## src/rtl/id_queue_decode.sv

```systemverilog
// id_queue_decode: instruction queue plus head decode, operand forwarding and load-use stall, feeding an ID/EX register.
module id_queue_decode #(
  parameter int XLEN = 32,
  parameter int QDEPTH = 4,
  parameter int FWD_SRCS = 2
) (
  input  logic                     clk,
  input  logic                     rst,
  input  logic                     flush,
  input  logic                     in_valid,
  output logic                     in_ready,
  input  logic [XLEN-1:0]          in_pc,
  input  logic [31:0]              in_inst,
  output logic [4:0]               rs1_addr,
  output logic [4:0]               rs2_addr,
  input  logic [XLEN-1:0]          rs1_data,
  input  logic [XLEN-1:0]          rs2_data,
  input  logic [FWD_SRCS-1:0]      fwd_we,
  input  logic [5*FWD_SRCS-1:0]    fwd_wd,
  input  logic [XLEN*FWD_SRCS-1:0] fwd_data,
  input  logic [FWD_SRCS-1:0]      fwd_is_load,
  output logic                     out_valid,
  input  logic                     out_ready,
  output logic [5:0]               out_alusel,
  output logic                     out_alt,
  output logic [XLEN-1:0]          out_opr1,
  output logic [XLEN-1:0]          out_opr2,
  output logic [XLEN-1:0]          out_imm,
  output logic [XLEN-1:0]          out_pc,
  output logic [4:0]               out_wd,
  output logic                     out_wreg,
  output logic                     out_illegal
);
  localparam int AW = $clog2(QDEPTH);
  logic [XLEN-1:0] pc_q [QDEPTH];
  logic [31:0] inst_q [QDEPTH];
  logic [AW:0] wr_ptr, rd_ptr;
  logic empty, full, push, issue, hazard;
  logic [31:0] inst, imm32;
  logic [2:0] cls, f3o;
  logic legal, rd1, rd2, wreg, alt, haz1, haz2;
  logic [XLEN-1:0] imm, v1, v2;
  assign empty = wr_ptr == rd_ptr;
  assign full = wr_ptr[AW-1:0] == rd_ptr[AW-1:0] && wr_ptr[AW] != rd_ptr[AW];
  assign in_ready = !full;
  assign push = in_valid && !full && !flush;
  // An empty queue presents opcode 0: illegal, no reads, register addresses 0.
  assign inst = empty ? 32'h0 : inst_q[rd_ptr[AW-1:0]];
  assign rs1_addr = inst[19:15];
  assign rs2_addr = inst[24:20];
  assign imm = XLEN'($signed(imm32));
  always_comb begin
    cls = 3'd0;
    f3o = inst[14:12];
    legal = 1'b1;
    rd1 = 1'b0;
    rd2 = 1'b0;
    wreg = 1'b0;
    alt = 1'b0;
    imm32 = '0;
    case (inst[6:0])
      7'b0010011: begin rd1 = 1'b1; wreg = 1'b1; alt = inst[14:12] == 3'b101 && inst[30]; imm32 = {{20{inst[31]}}, inst[31:20]}; end
      7'b0110011: begin cls = 3'd1; rd1 = 1'b1; rd2 = 1'b1; wreg = 1'b1; alt = inst[30]; end
      7'b0110111: begin cls = 3'd2; f3o = 3'd0; wreg = 1'b1; imm32 = {inst[31:12], 12'h0}; end
      7'b0010111: begin cls = 3'd2; f3o = 3'd1; wreg = 1'b1; imm32 = {inst[31:12], 12'h0}; end
      7'b1101111: begin cls = 3'd2; f3o = 3'd2; wreg = 1'b1; imm32 = {{11{inst[31]}}, inst[31], inst[19:12], inst[20], inst[30:21], 1'b0}; end
      7'b1100111: begin cls = 3'd2; f3o = 3'd3; rd1 = 1'b1; wreg = 1'b1; imm32 = {{20{inst[31]}}, inst[31:20]}; end
      7'b1100011: begin cls = 3'd3; rd1 = 1'b1; rd2 = 1'b1; imm32 = {{19{inst[31]}}, inst[31], inst[7], inst[30:25], inst[11:8], 1'b0}; end
      7'b0000011: begin cls = 3'd4; rd1 = 1'b1; wreg = 1'b1; imm32 = {{20{inst[31]}}, inst[31:20]}; end
      7'b0100011: begin cls = 3'd5; rd1 = 1'b1; rd2 = 1'b1; imm32 = {{20{inst[31]}}, inst[31:25], inst[11:7]}; end
      default: legal = 1'b0;
    endcase
  end
  // Walk oldest to youngest so the lowest matching index has the final say.
  always_comb begin
    v1 = rs1_data;
    v2 = rs2_data;
    haz1 = 1'b0;
    haz2 = 1'b0;
    for (int i = FWD_SRCS-1; i >= 0; i--) begin
      if (fwd_we[i] && fwd_wd[5*i +: 5] == rs1_addr) begin v1 = fwd_data[XLEN*i +: XLEN]; haz1 = fwd_is_load[i]; end
      if (fwd_we[i] && fwd_wd[5*i +: 5] == rs2_addr) begin v2 = fwd_data[XLEN*i +: XLEN]; haz2 = fwd_is_load[i]; end
    end
    if (rs1_addr == 5'd0) begin v1 = '0; haz1 = 1'b0; end
    if (rs2_addr == 5'd0) begin v2 = '0; haz2 = 1'b0; end
  end
  assign hazard = (rd1 && haz1) || (rd2 && haz2);
  assign issue = !empty && !hazard && (!out_valid || out_ready) && !flush;
  always_ff @(posedge clk)
    if (push) begin
      pc_q[wr_ptr[AW-1:0]] <= in_pc;
      inst_q[wr_ptr[AW-1:0]] <= in_inst;
    end
  always_ff @(posedge clk) begin
    if (rst) begin
      wr_ptr <= '0;
      rd_ptr <= '0;
      out_valid <= 1'b0;
      out_alusel <= '0;
      out_alt <= 1'b0;
      out_opr1 <= '0;
      out_opr2 <= '0;
      out_imm <= '0;
      out_pc <= '0;
      out_wd <= '0;
      out_wreg <= 1'b0;
      out_illegal <= 1'b0;
    end else if (flush) begin
      rd_ptr <= wr_ptr;
      out_valid <= 1'b0;
    end else begin
      if (push) wr_ptr <= wr_ptr + (AW+1)'(1);
      if (issue) begin
        rd_ptr <= rd_ptr + (AW+1)'(1);
        out_valid <= 1'b1;
        out_alusel <= legal ? {cls, f3o} : 6'd0;
        out_alt <= alt;
        out_opr1 <= rd1 ? v1 : '0;
        out_opr2 <= rd2 ? v2 : imm;
        out_imm <= imm;
        out_pc <= pc_q[rd_ptr[AW-1:0]];
        out_wd <= inst[11:7];
        out_wreg <= wreg && inst[11:7] != 5'd0;
        out_illegal <= !legal;
      end else if (out_ready) out_valid <= 1'b0;
    end
  end
endmodule

```

## config.mk

```make
export PLATFORM = sky130hd
export DESIGN_NAME = id_queue_decode
export DESIGN_NICKNAME = d
export VERILOG_FILES = /design/src/rtl/id_queue_decode.sv
export SDC_FILE = /design/constraint.sdc
export NUM_CORES = 1
export LEC_CHECK = 0
export BUFFER_PORTS_ARGS = -buffer_cell sky130_fd_sc_hd__buf_2
export CAP_MARGIN = 25
export CORE_MARGIN = 5
export CORE_UTILIZATION = 55
export DETAILED_ROUTE_END_ITERATION = 6
export GPL_ROUTABILITY_DRIVEN = 0
export PLACE_DENSITY = 0.85
export SLEW_MARGIN = 20
export SYNTH_ARGS = -nofsm -noshare
export SYNTH_HDL_FRONTEND = slang
export SYNTH_SLANG_ARGS = --single-unit
```

## constraint.sdc

```tcl
create_clock -name clk -period 4.71 [get_ports clk]
set_clock_uncertainty 0.1 [all_clocks]
set_input_delay 0.7065 -clock clk [delete_from_list [all_inputs] [get_ports clk]]
set_output_delay 0.7065 -clock clk [all_outputs]
set_load 0.03 [all_outputs]
```

# Yosys cells after proc, flatten, opt, wreduce, memory -nomap -nowiden
# Memories as Yosys holds them, arrays and structs flattened. A register that Yosys moved wholly into a read port is not among the register bits.
# Cells that the tools add are included.
# W data, S select, Z words.
[totals]
reg_bits = 117
latch_bits = 0
mem_bits_rw = 256
rom_bits = 0
out_inout_bits = 154
elab_cells = 102
n_memories = 2
[memory_table]
columns = ["name", "words", "word_bits", "rd", "rd_ports_with_merged_regs", "wr", "line_no", "rtl"]
rows = [
  ["inst_q", 4, 32, 1, 1, 1, "36", "logic [31:0] inst_q [QDEPTH];"],
  ["pc_q", 4, 32, 1, 1, 1, "35", "logic [XLEN-1:0] pc_q [QDEPTH];"],
]
[op_classes]
addsub = 2
multipliers = 0
n_div = 0
n_lt_le_gt_ge = 0
n_eq_ne = 17
shifts = 0
n_mux = 32
n_bitwise = 1
n_reduce_logical = 37
[ops]
columns = ["op", "n"]
rows = [
  ["$mux W32", 9],
  ["$pmux W32 S5", 1],
  ["$eq A7 B6 Y1 const B", 3],
  ["$eq A7 B7 Y1 const B", 3],
  ["$eq A5 B5 Y1", 4],
  ["$pmux W3 S5", 1],
  ["$eq A7 B5 Y1 const B", 2],
  ["$logic_and A1 B1 Y1", 14],
  ["$mux W1", 14],
  ["$pmux W3 S4", 1],
  ["$logic_not A5 Y1", 2],
  ["$reduce_or A9 Y1", 1],
  ["$eq A7 B2 Y1 const B", 1],
  ["$reduce_or A7 Y1", 1],
  ["$add A3 B1 Y3 const B", 2],
  ["$logic_not A1 Y1", 6],
  ["$mux W3", 2],
  ["$mux W6", 1],
  ["$reduce_or A3 Y1", 2],
  ["$reduce_or A6 Y1", 1],
  ["$reduce_bool A5 Y1", 1],
  ["$mux W2", 2],
  ["$reduce_and A2 Y1", 2],
  ["$reduce_bool A2 Y1", 2],
  ["9 further kinds", 11],
]

# Depth between registers and ports, before layout
# Gate-level depths: netlist of run 1.
[depth]
ltp_word = 17
mapped_depth = 15
mapped_depth_nobuf = 10

# Worst setup path after synthesis of run 1
# Ideal clock, no wire load.
[synth_path]
kind = "flip-flop to flip-flop"
startpoint = "register rd_ptr[2]"
endpoint = "memory inst_q[3][0], enable pin"
setup_time_ps = 430
t_arrival_ps = 2943
required_ps = 4180
slack_ps = 1236
path_stages_with_launch = 7
path_buffers = 2
synth_period_minus_slack_ps = 3474
path_cell_list = "dfxtp_1 xor2_1 clkbuf_1 nand3_1 and3_1 clkbuf_1 and2_1"
[synth_between]
elab_chain_len = 7
[synth_rtl]
columns = ["element", "line_no", "rtl"]
rows = [
  ["start, declared", "37", "logic [AW:0] wr_ptr, rd_ptr;"],
  ["start signal, assigned", "109", "rd_ptr <= wr_ptr;"],
  ["start signal, assigned", "114", "rd_ptr <= rd_ptr + (AW+1)'(1);"],
  ["$ne A1 B1 Y1", "44", "assign full = wr_ptr[AW-1:0] == rd_ptr[AW-1:0] && wr_ptr[AW] != rd_ptr[AW];"],
  ["$logic_and A1 B1 Y1", "44", ""],
  ["$logic_not A1 Y1", "--", ""],
  ["via in_ready", "11", "output logic in_ready,"],
  ["$logic_and A1 B1 Y1 (2 in a row)", "46", "assign push = in_valid && !full && !flush;"],
  ["$mux W1", "90", "if (push) begin"],
  ["$mux W1 (not written as such)", "92", "inst_q[wr_ptr[AW-1:0]] <= in_inst;"],
  ["end, declared", "36", ""],
]
# The timed path passes the listed nets, and every way through them passes these cells.

==> impl_metrics.tcl, run 1 <==
set metrics [dict create \
    status "completed" \
    clock-sinks 407 \
    initial_core_util_pct 55.51 \
    p_per_area_nw_per_um2 418.9 \
    clock_path_buffers 3 \
    vias 13393 \
    grt_max_degree 84 \
    routed_wl_mm 52.07 \
    port_buffers 364 \
    finalNetCount 1945 \
    power_leakage_nw 8.101 \
    grt_usage_pct 28.58 \
    path_clk_slew_ns 0.06 \
    dp.cells 2086 \
    ioPinCount 365 \
    yosys_register_bits 407 \
    fin_crit_sh_pct 90.25 \
    worstSetupPathType "flip-flop to flip-flop" \
    final_max_slew_viol_count 0 \
    drive_gt1_share_pct 31.48 \
    die_area_um2 35340 \
    syn_avg_cell_area_um2 12.47 \
    synth_top_cell_by_area "edfxtp_1" \
    hold_violations 0 \
    async_flop_share_pct 0 \
    area_delta_synth_final_pct 20.32 \
    cp_max_fo 52 \
    synth_seq_area_share_pct 61.46 \
    grt_antenna_before_repair 13 \
    max_cap_violations 0 \
    tightest_slew_ns 0.9916 \
    wire_per_inst_um 23.98 \
    synth_common_cells "edfxtp_1, nand2_1, dfxtp_1" \
    grt_pass1_wl_mm 78.54 \
    synth_edf_count 256 \
    ctsHoldBuffers 0 \
    rsz0062_at_grt "false" \
    fin_crit_ns 4.251 \
    dp_slack_ns 0.6671 \
    cp_data_arrival_time_ns 4.55 \
    drc_errors 0 \
    dr.pass1.iters 6 \
    syn_nets 1613 \
    start_kind "flip-flop" \
    utilization_pct 66.79 \
    post-synth-top-count-cell "edfxtp_1" \
    ys.flop_type "edfxtp_1" \
    drt_iter0_markers 1246 \
    grt_pass1_vias 13261 \
    synth_cell_type_count 67 \
    die_y_um 188 \
    fin_cells 2171 \
    worst_slack_ns 0.4594 \
    cts_root_buf "clkbuf_16" \
    min_path_type "input pin to flip-flop" \
    cts_made_buffers 42 \
    setup_violations 0 \
    grt-ovfl-total 0 \
    cts_setup_buffers 0 \
    syn_inst 1397 \
    synthTopCellsByArea "edfxtp_1, dfxtp_1, mux4_2" \
    fp.dieW_um 188 \
    cts_tree "yes" \
    antenna_left 0 \
    vdd_drop_max_mv 0.3623 \
    synth_warnings 0 \
    critPathRequiredTime_ns 5.01 \
    viasPerCell 6.169 \
    p_total_w 0.008783 \
    hpwl_mm 36.73 \
    setup_total_negative_slack_ns 0 \
    synth_top_area_share_pct 44.11 \
    slew_headroom_pct 33.90 \
    htreeDepth 2 \
    clock_latency_ns 0.55 \
    row_count 65 \
    coreArea_um2 31390 \
    synth_area_um2 17430 \
    critPathCaptureType "flip-flop" \
    cts.repair.resized 0 \
    clock.fmax_ghz 0.2353 \
]
[state kept, by name, indices dropped and copies added, names as in the netlist, named ones only]
register and cells:
pc_q 128, inst_q 128, out_imm 32, out_illegal 1
out_pc 32, out_alusel 6, wr_ptr 3, rd_ptr 3
out_opr1 32, out_valid 1, out_opr2 32, out_wreg 1
out_wd 5, out_alt 1
[per-stage QoR]
| step | hold slack [ns] | cell area, µm² |
|---|---|---|
| CTS | 0.2494 | 20950 |
| global placement | 0.3360 | 19580 |
| floorplan | 0.4353 | 17430 |
| global route | 0.2582 | 20970 |
| detailed placement | 0.3415 | 19580 |
| finish | 0.2661 | 20970 |
[logic make-up (layout without fill, tap and decap cells)]
family | after synthesis | count (layout) | synth area share, %
and+or+nand+nor | 446 | 446 | 11.23
DFF | 407 | 407 | 61.46
AOI/OAI and AO/OA | 261 | 261 | 10.42
muxes | 133 | 133 | 12.18
buffers and inverters | 130 | 496 | 3.518
xor gates and xnor gates | 15 | 15 | 0.8400
adders and majority gates | 5 | 5 | 0.3590
other | 0 | 6 | 0
[power breakdown]
| group | leakage [nW] | internal, W | switching, W |
|---|---|---|---|
| sequential | 3.56 | 0.00395 | 0.0000978 |
| clock | 0.671 | 0.00186 | 0.00139 |
| combinational | 3.87 | 0.000500 | 0.000984 |
[worst max-delay path: stages, from the launching register on]
cell	delay, ns
dfxtp_1	0.79
mux4_2	0.50
xnor2_1	0.16
and4_1	0.19
o32ai_1	0.56
a2111oi_4	0.15
a311oi_2	0.57
nand3_4	0.41
buf_12	0.31
nor3_1	0.23
nor3_1	0.09
[cell usage in the layout (no fill, tap or decap), types with 12 or more instances in the layout]
master     netlist  layout
nand2_1        168     168
mux2i_1         68      68
nor3_1          75      75
buf_4           19      29
a211oi_1        55      55
dfxtp_1        151     148
mux4_2          63      63
clkbuf_16        0      42
inv_1           18      18
a21oi_1        109     109
nand3_1         18      18
nor2_1         131     131
buf_2           31     364
clkbuf_1        54      12
o2111ai_1       32      32
edfxtp_1       256     256
[worst paths after layout]
path / from / endpoint / slack (ns) / cells past startpoint
min: in_pc[0] / pc_q[0][0] / 0.27 / 1
max: flip-flop / out_opr2[15] / 0.46 / 10
min reg2reg: out_imm[5] / out_imm[5] / 0.35 / 2
max reg2reg: flip-flop / out_opr2[15] / 0.46 / 10
[layout make-up]
cell class / instances / area [µm²]
tap: 402 / 503.0
inverter: 18 / 67.56
multi-input combinational: 860 / 6123
fill: 2247 / 10430
sequential: 407 / 10710
clock buffer: 63 / 1214
clock inverter: 15 / 151.4
timing repair buffer: 400 / 2180
antenna: 6 / 15.01
[layer usage]
layer	routed length, µm	GRT usage, %
met5	95	0
met3	4917	6.757
met4	2634	13.52
met1	18810	35.22
met2	25610	47.83
Power figures use the tool's default switching activity.
==> run 2: changes to the inputs <==
--- a/config.mk
+++ b/config.mk
@@ -11,7 +11,7 @@
 export CORE_UTILIZATION = 55
 export DETAILED_ROUTE_END_ITERATION = 6
 export GPL_ROUTABILITY_DRIVEN = 0
-export PLACE_DENSITY = 0.85
+export PLACE_DENSITY = 0.8
 export SLEW_MARGIN = 20
 export SYNTH_ARGS = -nofsm -noshare
 export SYNTH_HDL_FRONTEND = slang
==> run 2 against run 1 <==
Compared with the run above: critical path depth unchanged; register-to-register slack better by 0.05 ns; non-clock buffer count fell by 10; clock power is 1% higher; sequential cell count unchanged.
==> impl_metrics.tcl, run 2 (synthesis results as in run 1) <==
set metrics [dict create \
    drt_iter0_markers 1108 \
    grt_pass1_vias 13204 \
    reg2regPathDepth 10 \
    min_path_type "input pin to flip-flop" \
    cts.repair.resized 0 \
    tightest_slew_ns 1.002 \
    critPathRequiredTime_ns 5.07 \
    clock.fmax_ghz 0.2382 \
    rsz0062_at_grt "false" \
    finalNetCount 1935 \
    grt-ovfl-total 0 \
    final_max_slew_viol_count 0 \
    clock-sinks 407 \
    port_buffers 364 \
    die_y_um 188 \
    slew_headroom_pct 33.19 \
    grt_usage_pct 28.57 \
    area_delta_synth_final_pct 20.18 \
    dr.pass1.iters 5 \
    cts_made_buffers 42 \
    worstSetupPathType "flip-flop to flip-flop" \
    fin_crit_sh_pct 89.12 \
    fp.dieW_um 188 \
    hold_end "pc_q[1][24]" \
    cts_setup_buffers 0 \
    initial_core_util_pct 55.51 \
    vias 13159 \
    hold_depth 1 \
    antenna_left 0 \
    status "completed" \
    hpwl_mm 36.53 \
    routed_wl_mm 51.95 \
    fin_crit_ns 4.197 \
    viasPerCell 6.101 \
    setup_violations 0 \
    regToRegSetupSlack_ns 0.51 \
    cts_root_buf "clkbuf_16" \
    row_count 65 \
    layout_commonest_cell "buf_2" \
    ioPinCount 365 \
    die_area_um2 35340 \
    coreArea_um2 31390 \
    vdd_drop_max_mv 0.3702 \
    timing.hold.ws_ns 0.2701 \
    grt_pass1_wl_mm 78.80 \
    dp.cells 2077 \
    cts_tree "yes" \
    wire_per_inst_um 24.09 \
    drive_gt1_share_pct 30.98 \
    worstReg2RegEnd "out_opr1[29]" \
    critPathCaptureType "flip-flop" \
    cp_max_fo 66 \
    hold_violations 0 \
    p_per_area_nw_per_um2 421.7 \
    grt_antenna_before_repair 5 \
    start_kind "flip-flop" \
    power_leakage_nw 8.055 \
    max_cap_violations 0 \
    fin_cells 2157 \
    grt_max_degree 84 \
    clock_path_buffers 3 \
    clock_latency_ns 0.55 \
    path_clk_slew_ns 0.06 \
    layout.cells.most_common_list "buf_2, edfxtp_1, nand2_1" \
    htreeDepth 2 \
    drc_errors 0 \
    ctsHoldBuffers 0 \
    cp_data_arrival_time_ns 4.56 \
    setup_total_negative_slack_ns 0 \
    hold_path.startpoint "in_pc[24]" \
]
-- run 2: critical path: stages, from the launching register on --
cell and delay [ns]:
dfxtp_1 0.88, mux4_2 0.48, o31a_1 0.21, a32oi_1 0.32, a2111o_2 0.21, buf_4 0.53
o211ai_1 0.30, nor2_4 0.46, buf_12 0.28, o2111ai_1 0.16, a21oi_1 0.16
-- run 2: cell type report --
type	count	area (µm²)
Sequential cell	407	10710
Fill cell	2276	10450
Multi-Input combinational cell	860	6123
Timing Repair Buffer	390	2157
Clock buffer	58	1151
Tap cell	402	503.0
Clock inverter	20	222.7
Inverter	18	67.56
Antenna cell	2	5.005
-- run 2: how the worst max path moves through the flow --
stage	from	end	slack, ns
finish	flip-flop	out_opr1[29]	0.51
global placement	flip-flop	out_opr1[30]	0.70
CTS	flip-flop	out_opr1[21]	0.62
global route	flip-flop	out_opr1[27]	0.26
floorplan	rd_ptr[2]	inst_q[3][0]	1.24
detailed placement	flip-flop	out_opr1[21]	0.64
-- run 2: power breakdown --
group	switching, W	internal (W)	total [W]
clock	0.00139	0.00190	0.00329
combinational	0.000990	0.000503	0.00149
sequential	0.000105	0.00395	0.00405
-- run 2: routing by layer --
layer	wire length, µm	global-route usage [%]
met4	3032	14.29
met5	33	0
met2	25040	46.89
met1	19210	35.84
met3	4638	6.590
-- run 2: per-stage QoR --
step	utilization (%)	worst slack [ns]	power [W]	cell area [µm²]
after floorplan	-	1.236	0.005082	17430
after global placement	62.32	0.7008	0.005568	19570
after detailed placement	62.32	0.6399	0.005601	19570
after CTS	66.70	0.6200	0.008858	20940
after global routing	66.72	0.2566	0.009157	20940
final	66.72	0.5126	0.008833	20940
==> run 3: changes to the inputs <==
--- a/config.mk
+++ b/config.mk
@@ -5,13 +5,13 @@
 export SDC_FILE = /design/constraint.sdc
 export NUM_CORES = 1
 export LEC_CHECK = 0
+export ABC_AREA = 1
 export BUFFER_PORTS_ARGS = -buffer_cell sky130_fd_sc_hd__buf_2
 export CAP_MARGIN = 25
 export CORE_MARGIN = 5
-export CORE_UTILIZATION = 55
+export CORE_UTILIZATION = 25
 export DETAILED_ROUTE_END_ITERATION = 6
 export GPL_ROUTABILITY_DRIVEN = 0
-export PLACE_DENSITY = 0.8
 export SLEW_MARGIN = 20
 export SYNTH_ARGS = -nofsm -noshare
 export SYNTH_HDL_FRONTEND = slang
==> run 3 against run 2 <==
Compared with the run above: cell count grew 71%; routed wire length is 40% higher; global-route usage down 12 points; design area is 13% higher; sequential cell count did not move; synthesized cell count rose by 67%; die area grew 130%; critical path depth rose by 6; area after synthesis up 10%; core utilization decreased by 36 points; sequential power rose by 2%; via count up 30%; largest cell class unchanged.
==> impl_metrics.tcl, run 3 <==
set metrics [dict create \
    worstSetupPathType "flip-flop to flip-flop" \
    hold_violations 0 \
    die_y_um 287.1 \
    wl_met2_mm 34.00 \
    nFillCells 8150 \
    dr.max_layer_used "met5" \
    ctsHoldBuffers 0 \
    wl_met1_mm 29.31 \
    synthTopCellsByArea "edfxtp_1, dfxtp_1, nand2_1" \
    port_buffers 364 \
    syn_nets 2546 \
    critPathCaptureType "flip-flop" \
    path_clk_slew_ns 0.06 \
    synth_top_area_share_pct 40.04 \
    drive_gt1_share_pct 19.16 \
    antenna_left 0 \
    start_kind "flip-flop" \
    vdd_drop_max_mv 0.2484 \
    area_delta_synth_final_pct 23.20 \
    clock_path_buffers 3 \
    reg2regPathDepth 16 \
    min_path_type "input pin to flip-flop" \
    cts_tree "yes" \
    routed_wl_mm 72.95 \
    wire_per_inst_um 19.77 \
    setup_violations 0 \
    grt_antenna_before_repair 21 \
    tightest_slew_ns 0.9317 \
    slew_headroom_pct 37.89 \
    crit_chain "inv_1 > nand2_1 > nand2_1 > nand3_2 > buf_4 > nand2_1 > o21ai_0 > nor2_1 > nand3_2 > nand2_1 > nand3_4 > nand4_4 > buf_4 > nand2_1 > nand2_1 > nor2_1" \
    cp_max_fo 84 \
    die_area_um2 82450 \
    cts_setup_buffers 0 \
    fin_crit_sh_pct 89.18 \
    hpwl_mm 51.07 \
    grt_usage_pct 16.96 \
    cpPeakStageDelay_ns 0.75 \
    hold_depth 1 \
    setup_total_negative_slack_ns 0 \
    wl_met3_mm 7.231 \
    timing.hold.ws_ns 0.2275 \
    layout_commonest_cell "nand2_1" \
    dr.pass1.iters 7 \
    rsz0062_at_grt "false" \
    syn_inst 2330 \
    grt-ovfl-total 0 \
    fin_crit_ns 4.201 \
    cts.repair.resized 0 \
    drc_errors 0 \
    async_flop_share_pct 0 \
    cpMostUsedCell "nand2_1" \
    hold_end "pc_q[2][18]" \
    clock_latency_ns 0.59 \
    row_count 101 \
    ys.flop_type "edfxtp_1" \
    grt_max_degree 85 \
    max_cap_violations 0 \
    cp_data_arrival_time_ns 4.57 \
    slowest_stage "buf_4" \
    post-synth-top-count-cell "nand2_1" \
    coreArea_um2 76080 \
    synth_area_um2 19200 \
    regToRegSetupSlack_ns 0.51 \
    synth_common_cells "nand2_1, nor2_1, edfxtp_1" \
    vias 17067 \
    fp.dieW_um 287.1 \
    status "completed" \
    grt_pass1_vias 16550 \
    ioPinCount 365 \
    finalNetCount 2827 \
    drt_iter0_markers 980 \
    clock.fmax_ghz 0.2381 \
    initial_core_util_pct 25.24 \
    synth_seq_area_share_pct 55.78 \
    final_max_slew_viol_count 0 \
    cts_made_buffers 48 \
    cts_root_buf "clkbuf_16" \
    worstReg2RegEnd "out_alusel[1]" \
    synth_cell_type_count 31 \
    syn_avg_cell_area_um2 8.241 \
    critPathRequiredTime_ns 5.08 \
    clock-sinks 407 \
    layout.cells.most_common_list "nand2_1, nor2_1, buf_2" \
    synth_edf_count 256 \
    grt_pass1_wl_mm 106.6 \
    synth_top_cell_by_area "edfxtp_1" \
    synth_warnings 0 \
    htreeDepth 2 \
    multi_input_comb_area_um2 7248 \
    viasPerCell 4.625 \
    r2r_start "wr_ptr[0]" \
    yosys_register_bits 407 \
    p_per_area_nw_per_um2 438.7 \
    hold_path.startpoint "in_pc[18]" \
    power_leakage_nw 10.45 \
    final-seq-area_um2 10710 \
]
## run 3: changes by cell type after synthesis, moves of 69 or more
cell / previous run / this run
nand2_1: 168 / 622
nor2_1: 131 / 484
nand4_1: 6 / 175
inv_1: 18 / 142
nand3_1: 18 / 121
nor3_1: 75 / 6
## run 3: where the power goes
group | internal [W] | switching (W) | total [W]
Sequential | 0.00402 | 0.000106 | 0.00413
Combinational | 0.000626 | 0.00170 | 0.00233
Clock | 0.00238 | 0.00155 | 0.00392
Total | 0.00702 | 0.00335 | 0.0104
## run 3: how the worst max path moves through the flow
| stage | startpoint | to | slack [ns] |
|---|---|---|---|
| floorplan | wr_ptr[0] | inst_q[3][0] | 0.17 |
| global placement | wr_ptr[0] | out_opr2[3] | 0.61 |
| detailed placement | wr_ptr[0] | out_alusel[2] | 0.57 |
| CTS | wr_ptr[0] | out_alusel[0] | 0.55 |
| global route | wr_ptr[0] | out_opr2[18] | 0.14 |
| finish | wr_ptr[0] | out_alusel[1] | 0.51 |
## run 3: area by class of cell
cell class / instances / share of cell area (%)
flip-flops and latches: 407 / 45.29
multi-input cells: 1602 / 30.64
repair buffers: 404 / 9.129
well taps: 1030 / 5.448
clock buffers: 62 / 5.427
inverters: 148 / 2.380
clock inverters: 28 / 1.592
diodes: 9 / 0.09521
## run 3: stage by stage
step	utilization (%)	power [W]	setup slack [ns]	area (µm²)	cells
after CTS	31.06	0.01052	0.5495	23630	3681
after global placement	28.88	0.006521	0.6082	21970	3591
after floorplan	-	0.005705	0.1734	19200	2330
after global routing	31.08	0.01089	0.1409	23640	3685
after detailed placement	28.88	0.006538	0.5668	21970	3591
final	31.09	0.01038	0.5095	23660	3690
## run 3: cells by family after synthesis
kind of cell	synth area share (%)
and+or+nand+nor	30.94
DFF	55.78
buffers and inverters	7.135
AOI/OAI and AO/OA	5.682
adders and majority gates	0.3258
xor gates and xnor gates	0.1369
## run 3: worst max-delay path, delay by kind of cell (launching register included)
| kind | cells | cell delay [ns] |
|---|---|---|
| compound gates | 1 | 0.11 |
| buf+inv | 3 | 1.26 |
| flops | 1 | 0.34 |
| simple gates | 12 | 2.24 |
## run 3: per-layer routing
metal / global-route usage (%) / vias up
met2: 28.11 / 597
met3: 6.209 / 144
li1: - / 8340
met1: 20.60 / 7968
met5: 0 / -
met4: 5.367 / 18
